## config.mk

```make
export PLATFORM = sky130hd
export DESIGN_NAME = fetch_decode_queue
export DESIGN_NICKNAME = d
export VERILOG_FILES = /design/src/rtl/fetch_decode_queue.sv
export SDC_FILE = /design/constraint.sdc
export NUM_CORES = 1
export LEC_CHECK = 0
export CORE_AREA = 2 2 184 204
export CTS_CLUSTER_SIZE = 24
export DETAILED_ROUTE_END_ITERATION = 6
export DIE_AREA = 0 0 186 206
export PLACE_DENSITY = 0.63
export RECOVER_POWER = 50
export SLEW_MARGIN = 25
export SYNTH_ARGS = -nofsm -noshare
export SYNTH_HDL_FRONTEND = slang
export SYNTH_SLANG_ARGS = --single-unit
```

## constraint.sdc

```tcl
create_clock -name CLK -period 5.8 [get_ports CLK]
set_input_delay 1.16 -clock CLK [delete_from_list [all_inputs] [get_ports CLK]]
set_output_delay 1.16 -clock CLK [all_outputs]
set_load 0.02 [all_outputs]
```

## src/rtl/fetch_decode_queue.sv

```systemverilog
// IF->ID instruction queue: DEPTH-entry FIFO of {instr, PC, PC+4, prediction}
// with valid/ready on both sides, single-cycle FLUSH and zeroed outputs when empty.
module fetch_decode_queue #(
    parameter int DATA_W = 32,
    parameter int DEPTH  = 4,
    parameter int PRED_W = 1
) (
    input  logic                     CLK,
    input  logic                     RESET,
    input  logic                     FLUSH,
    input  logic                     IN_VALID,
    output logic                     IN_READY,
    input  logic [DATA_W-1:0]        Instr1_IF,
    input  logic [31:0]              Instr_PC_IF,
    input  logic [31:0]              Instr_PC_Plus4_IF,
    input  logic [PRED_W-1:0]        Branch_pred_IN,
    output logic                     OUT_VALID,
    input  logic                     OUT_READY,
    output logic [DATA_W-1:0]        Instr1_OUT,
    output logic [31:0]              Instr_PC_OUT,
    output logic [31:0]              Instr_PC_Plus4,
    output logic [PRED_W-1:0]        Branch_pred_OUT,
    output logic [31:0]              Instr_pc_stall,
    output logic [$clog2(DEPTH):0]   Count_OUT
);

    localparam int PW = $clog2(DEPTH);
    localparam int CW = PW + 1;

    logic [DATA_W-1:0] instr_mem [DEPTH];
    logic [31:0]       pc_mem    [DEPTH];
    logic [31:0]       pc4_mem   [DEPTH];
    logic [PRED_W-1:0] pred_mem  [DEPTH];

    logic [PW-1:0] rd_ptr;
    logic [PW-1:0] wr_ptr;
    logic [CW-1:0] count;
    logic          push;
    logic          pop;

    // Handshake is decoded from registered count only, so IN_READY never
    // depends on OUT_READY and there is no full-queue pass-through path.
    assign IN_READY  = (count != CW'(DEPTH));
    assign OUT_VALID = (count != '0);
    assign push      = IN_VALID && IN_READY;
    assign pop       = OUT_VALID && OUT_READY;
    assign Count_OUT = count;

    // NOTE: all sequential state uses non-blocking assignments so every
    // register samples pre-edge values regardless of block ordering.
    always_ff @(posedge CLK) begin
        if (!RESET) begin
            rd_ptr <= '0;
            wr_ptr <= '0;
            count  <= '0;
        end else if (FLUSH) begin
            rd_ptr <= '0;
            wr_ptr <= '0;
            count  <= '0;
        end else begin
            if (push) wr_ptr <= wr_ptr + 1'b1;
            if (pop)  rd_ptr <= rd_ptr + 1'b1;
            case ({push, pop})
                2'b10:   count <= count + 1'b1;
                2'b01:   count <= count - 1'b1;
                default: count <= count;
            endcase
        end
    end

    // NOTE: storage is deliberately not reset; emptiness is tracked by count,
    // so stale contents are never observable and the array maps to plain RAM.
    always_ff @(posedge CLK) begin
        if (RESET && !FLUSH && push) begin
            instr_mem[wr_ptr] <= Instr1_IF;
            pc_mem[wr_ptr]    <= Instr_PC_IF;
            pc4_mem[wr_ptr]   <= Instr_PC_Plus4_IF;
            pred_mem[wr_ptr]  <= Branch_pred_IN;
        end
    end

    always_ff @(posedge CLK) begin
        if (!RESET) begin
            Instr_pc_stall <= '0;
        end else if (!FLUSH && OUT_VALID && !OUT_READY) begin
            Instr_pc_stall <= Instr_PC_OUT;
        end
    end

    // Empty queue presents all-zero payload so decode sees a NOP bubble.
    assign Instr1_OUT      = OUT_VALID ? instr_mem[rd_ptr] : '0;
    assign Instr_PC_OUT    = OUT_VALID ? pc_mem[rd_ptr]    : '0;
    assign Instr_PC_Plus4  = OUT_VALID ? pc4_mem[rd_ptr]   : '0;
    assign Branch_pred_OUT = OUT_VALID ? pred_mem[rd_ptr]  : '0;

endmodule

```

======== Word level (Yosys, flattened, before mapping) ========
Memories as Yosys holds them, arrays and structs flattened. A register that Yosys moved wholly into a read port is not among the register bits.
Index checks and enable logic that the tools add are counted.
storage, ports and cells
  register bits after elaboration ......... 39
  bits in writable memories ............... 388
  input port bits ......................... 102
  output and inout port bits .............. 134
  word-level logic and storage cells ...... 42
  memories ................................ 4
memory list
  name       words  width  rd ports  clocked after Yosys merged registers in  wr ports  RTL line  text
  instr_mem  4      32     1         1                                        1         30        logic [DATA_W-1:0] instr_mem [DEPTH];
  pc4_mem    4      32     1         1                                        1         32        logic [31:0] pc4_mem [DEPTH];
  pc_mem     4      32     1         1                                        1         31        logic [31:0] pc_mem [DEPTH];
  pred_mem   4      1      1         1                                        1         33        logic [PRED_W-1:0] pred_mem [DEPTH];
cells by class
  add/sub/neg operators ................... 4
  eq/ne operators ......................... 3
  muxes and demuxes ....................... 15
  bitwise logic cells ..................... 1
  reductions and logical operators ........ 11
operators with widths
  kind                                                 count
  2-to-1 mux 32 bit                                    3
  2-to-1 mux 2 bit                                     8
  logical AND 1 bit                                    6
  one-hot mux 3 bit (2 select lines)                   1
  adder 2 x 1 -> 2 bit, second input constant          2
  adder 3 x 1 -> 3 bit, second input constant          1
  2-to-1 mux 1 bit                                     3
  != test 3 bit, second input constant                 1
  nonzero test 3 bit                                   1
  subtractor 3 x 1 -> 3 bit, second input constant     1
  equality test 2 x 1 -> 1 bit, second input constant  1
  equality test 2 bit, second input constant           1
  logical NOT 1 bit                                    2
  nonzero test 2 bit                                   1
  OR reduction 2 bit                                   1
  inverter 1 bit                                       1

======== Longest topological paths before layout ========
  depth after elaboration ................. 5
  gate-level depth with buffers ........... 9

======== Worst setup path before layout ========
OpenSTA, ideal clock, no wires.
  path kind ............................... in2reg
  start ................................... input FLUSH
  end ..................................... memory instr_mem[0][0], enable pin
  setup time .............................. 0.467 ns
  data arrival time ....................... 3.997 ns
  setup slack ............................. 1.336 ns
  stages .................................. 4
  path buffers ............................ 1
  cells stage by stage .................... nand2b_1 clkbuf_1 nor3_1 and2_1
between the ends
  cells in the longest elaborated chain, start to end .. 5
RTL lines
  what                                    RTL line  text
  start, declared                         10        input logic FLUSH,
  logical NOT 1 bit                       74        if (RESET && !FLUSH && push) begin
  logical AND 1 bit (2 in series)         74
  2-to-1 mux 1 bit                        74
  2-to-1 mux 1 bit (implied by the code)  75        instr_mem[wr_ptr] <= Instr1_IF;
  end, declared                           30
No other way between the ends.

======== Worst setup path after layout ========
  start ................................... input FLUSH
  end ..................................... memory pc_mem[3][0], enable pin
between the ends
  cells in the longest elaborated chain, start to end .. 5
RTL lines
  what                                    RTL line  text
  logical NOT 1 bit                       74
  logical AND 1 bit (2 in series)         74
  2-to-1 mux 1 bit                        74
  2-to-1 mux 1 bit (implied by the code)  76        pc_mem[wr_ptr] <= Instr_PC_IF;
  end, declared                           31
No other way between the ends.

==> impl_summary.log <==
[metrics] top-level I/O count: 236
[metrics] hold violation total from the final report: 0
[metrics] initial antenna violation count: 8
[metrics] net count of the finished layout: 1102
[metrics] number of instances in the synthesized netlist: 742
[metrics] number of distinct library cells after synthesis: 26
[metrics] final weighted congestion in routability-driven placement: about 0.68
[metrics] TritonCTS clock tree: built
[metrics] Placed Cells: around 1400
[metrics] worst-path fanout max: 57
[metrics] Max Transition Viols Final: 41
[metrics] Period Utilization, post-route: 78.2%
[metrics] Critical Path Sink Type: flop
[metrics] violations in the final reports: max-capacitance violations, max-slew violations
[metrics] wire length of the first global-routing pass: 48600 um
[metrics] number of rows created at floorplan: 74
[metrics] pwr/cell area: 317 mW/mm^2
[metrics] starting density of the core: ~44%
[metrics] post-route setup TNS: 0 ns
[metrics] Required @ worst endpoint: 5.98 ns
[metrics] Num Clock Sinks: 429
[metrics] Final Routed Wirelength: 32000 um
[metrics] Critical Setup Path Class: in2reg
[metrics] leakage dissipation: 0.00660 uW
[metrics] Yosys reg bits: 429
[metrics] IO Port Bufs: 235
[metrics] floorplan die area: around 0.038 mm^2
[metrics] Arrival @ worst endpoint: 4.71 ns
[metrics] type of origin of the critical path: primary input
[metrics] Max Clock Skew: 0.0164 ns
[metrics] clock insertion delay at the later pin of the skew report: 0.53 ns
[metrics] unrepaired setup endpoints after global routing: no
[metrics] area of the core: 0.0366 mm^2
[metrics] via count of the routed design: around 7900
[metrics] fraction of layout instances using a drive strength above 1: 16.9%
[metrics] Max-cap violations: 2
[metrics] share of synthesized area occupied by flip-flops and latches: 77.4%
[metrics] Max Root-Sink Buffers: 3
[metrics] combined global-route utilization of all metal layers: 16.9%
[metrics] 1st-pass router iterations: 4
[metrics] final critical delay including setup and external delays: 4.53 ns
[metrics] cell area after placement: roughly 0.019 mm^2
[metrics] maximum operating frequency: 221 MHz
[metrics] number of failing setup endpoints in the final timing report: 0
[metrics] Max VDD drop: about 0.00016 V
[metrics] width of the die: roughly 190 um
[metrics] mean routed wirelength per cell: 21.0 um
[metrics] run status: finished with violations
[metrics] drc violations: 0
[metrics] root buffer cell: clkbuf_16
[metrics] Core Util, Final: 55.7%
[metrics] routed vias/inst: around 5.2
[metrics] HPWL after detailed placement: between 15000 and 20000 um
[metrics] number of buffers inserted to repair setup after CTS: 0
[metrics] H-tree depth reported by CTS: 2
[metrics] DRC violation total after the first TritonRoute iteration: 594
[metrics] clock input transition at the sequential cells of the worst setup and hold paths: ~0.06 ns
[metrics] synthesized cell area: about 0.016 mm^2
[metrics] actual transition at the worst max-transition pin: 2.35 ns
[metrics] post-route cell area: 0.0204 mm^2
[metrics] number of gates resized after cts: 0
[metrics] Min-Delay Path Class: reg2reg
[metrics] post-synthesis net count: 850
[metrics] pin count of the biggest net entering global routing: 98
[metrics] clock buffer count from CTS: 42
[metrics] number of nets with antenna violations after detailed routing: 0
[metrics] Slew HR: -56.5%
[metrics] via count of the first global-routing pass: 8063
[metrics] cts hold-fix bufs: 0
[metrics] grt total ovfl: 0
[metrics] Die Y: around 210 um
[metrics] synthesized area divided by synthesized cell count: approximately 22 um^2
[metrics] P&R area growth vs syn: 26.3%
[metrics] post-route non-filler standard cell count: around 1500
[metrics] yosys warns: 0
==> cell usage after synthesis, drive strengths merged <==
cell	number	area, um^2
o31ai	1	7.51
nand2b	1	6.26
mux4	97	2180
inv	9	33.8
nor3b	1	7.51
fa	1	20.0
nand2	1	3.75
and2	101	632
a22o	32	280
a21oi	4	20.0
nor2	6	22.5
o311ai	1	8.76
nor3	3	25.0
dfxtp	41	821
ha	5	62.6
clkbuf	17	63.8
xor2	4	35.0
or3	1	6.26
nand3	2	10.0
o31a	1	8.76
buf	22	195
o21ai	3	15.0
edfxtp	388	11700
==> metrics by stage <==
step           setup slack [ns]  total power, uW  hold WS, ns
6_report                   1.27             6460        0.469
5_1_grt                   0.975             6670        0.481
4_1_cts                    1.51             6560        0.481
3_5_place_dp               1.90             3890        0.464
3_3_place_gp               1.91             3890        0.462
2_1_floorplan              1.34             3670        0.484
==> per-layer routing <==
layer  wire [um]  up-vias  share of wire, %  global-route usage [%]
li1            -     3513                 -                       -
met1       14000     4081                44                    23.8
met3        1530       64               4.8                    3.17
met4         694        8               2.2                    4.53
met2       15800      221                49                    27.4
met5          57        -              0.18                       0
==> critical path, stage by stage <==
cell,delay [ns]
dlygate4sd3_1,0.56
nand2b_1,0.34
nor3_1,0.40
and2_1,1.79
buf_12,0.41
==> final cells by class <==
type / instances / area [um^2]
fillers: 2843 / 16200
flip-flops and latches: 429 / 12500
multi-input cells: 265 / 3370
repair buffers: 247 / 2500
clock buffers: 56 / 1180
well taps: 494 / 618
clock inverters: 22 / 175
inverters: 9 / 33.8
diodes: 2 / 5.00
==> state kept, by name (all words and copies together), names as in the netlist, named ones only <==
name	count
wr_ptr	2
rd_ptr	2
pc4_mem	128
Count_OUT	3
instr_mem	128
pred_mem	4
pc_mem	128
Instr_pc_stall	32
==> path summary, 6_finish.rpt <==
check                                         from            endpoint  slack, ns  cells past startpoint
worst max-delay path                         FLUSH        pc_mem[3][0]       1.27                      5
worst min-delay path            Instr_pc_stall[12]  Instr_pc_stall[12]       0.47                      1
worst max register to register        Count_OUT[0]        pc_mem[3][0]       2.24                      4
worst min register to register  Instr_pc_stall[12]  Instr_pc_stall[12]       0.47                      1
==> report_power, final <==
part	total, uW	internal, uW	switching (uW)
combinational	391	188	203
sequential	3410	3400	10.4
clock	2650	1560	1090
total	6460	5150	1310
==> cell usage in the layout (no fill, tap or decap), drive strengths merged, types with 2 or more instances in the layout <==
| cell | n |
|---|---|
| o21ai | 3 |
| edfxtp | 388 |
| dfxtp | 41 |
| buf | 11 |
| inv | 9 |
| nor3 | 3 |
| a21oi | 4 |
| diode | 2 |
| clkinv | 18 |
| mux4 | 97 |
| clkbuf | 57 |
| nor2 | 6 |
| ha | 5 |
| nand3 | 2 |
| and2 | 101 |
| clkdlybuf4s50 | 101 |
| dlygate4sd3 | 134 |
| xor2 | 4 |
| a22o | 32 |
| bufinv | 3 |
==> kinds of logic after synthesis <==
kind of cell             after synthesis  synth area share [%]
flip-flops                           429                  77.4
multiplexers                          97                  13.6
adder cells (fa/ha/maj)                6                 0.512
AO/OA/AOI/OAI                         42                  2.11
buffers and inverters                 48                  1.82
AND/OR/NAND/NOR                      116                  4.42
XOR/XNOR                               4                 0.217
(Power assumes the default switching activity.)
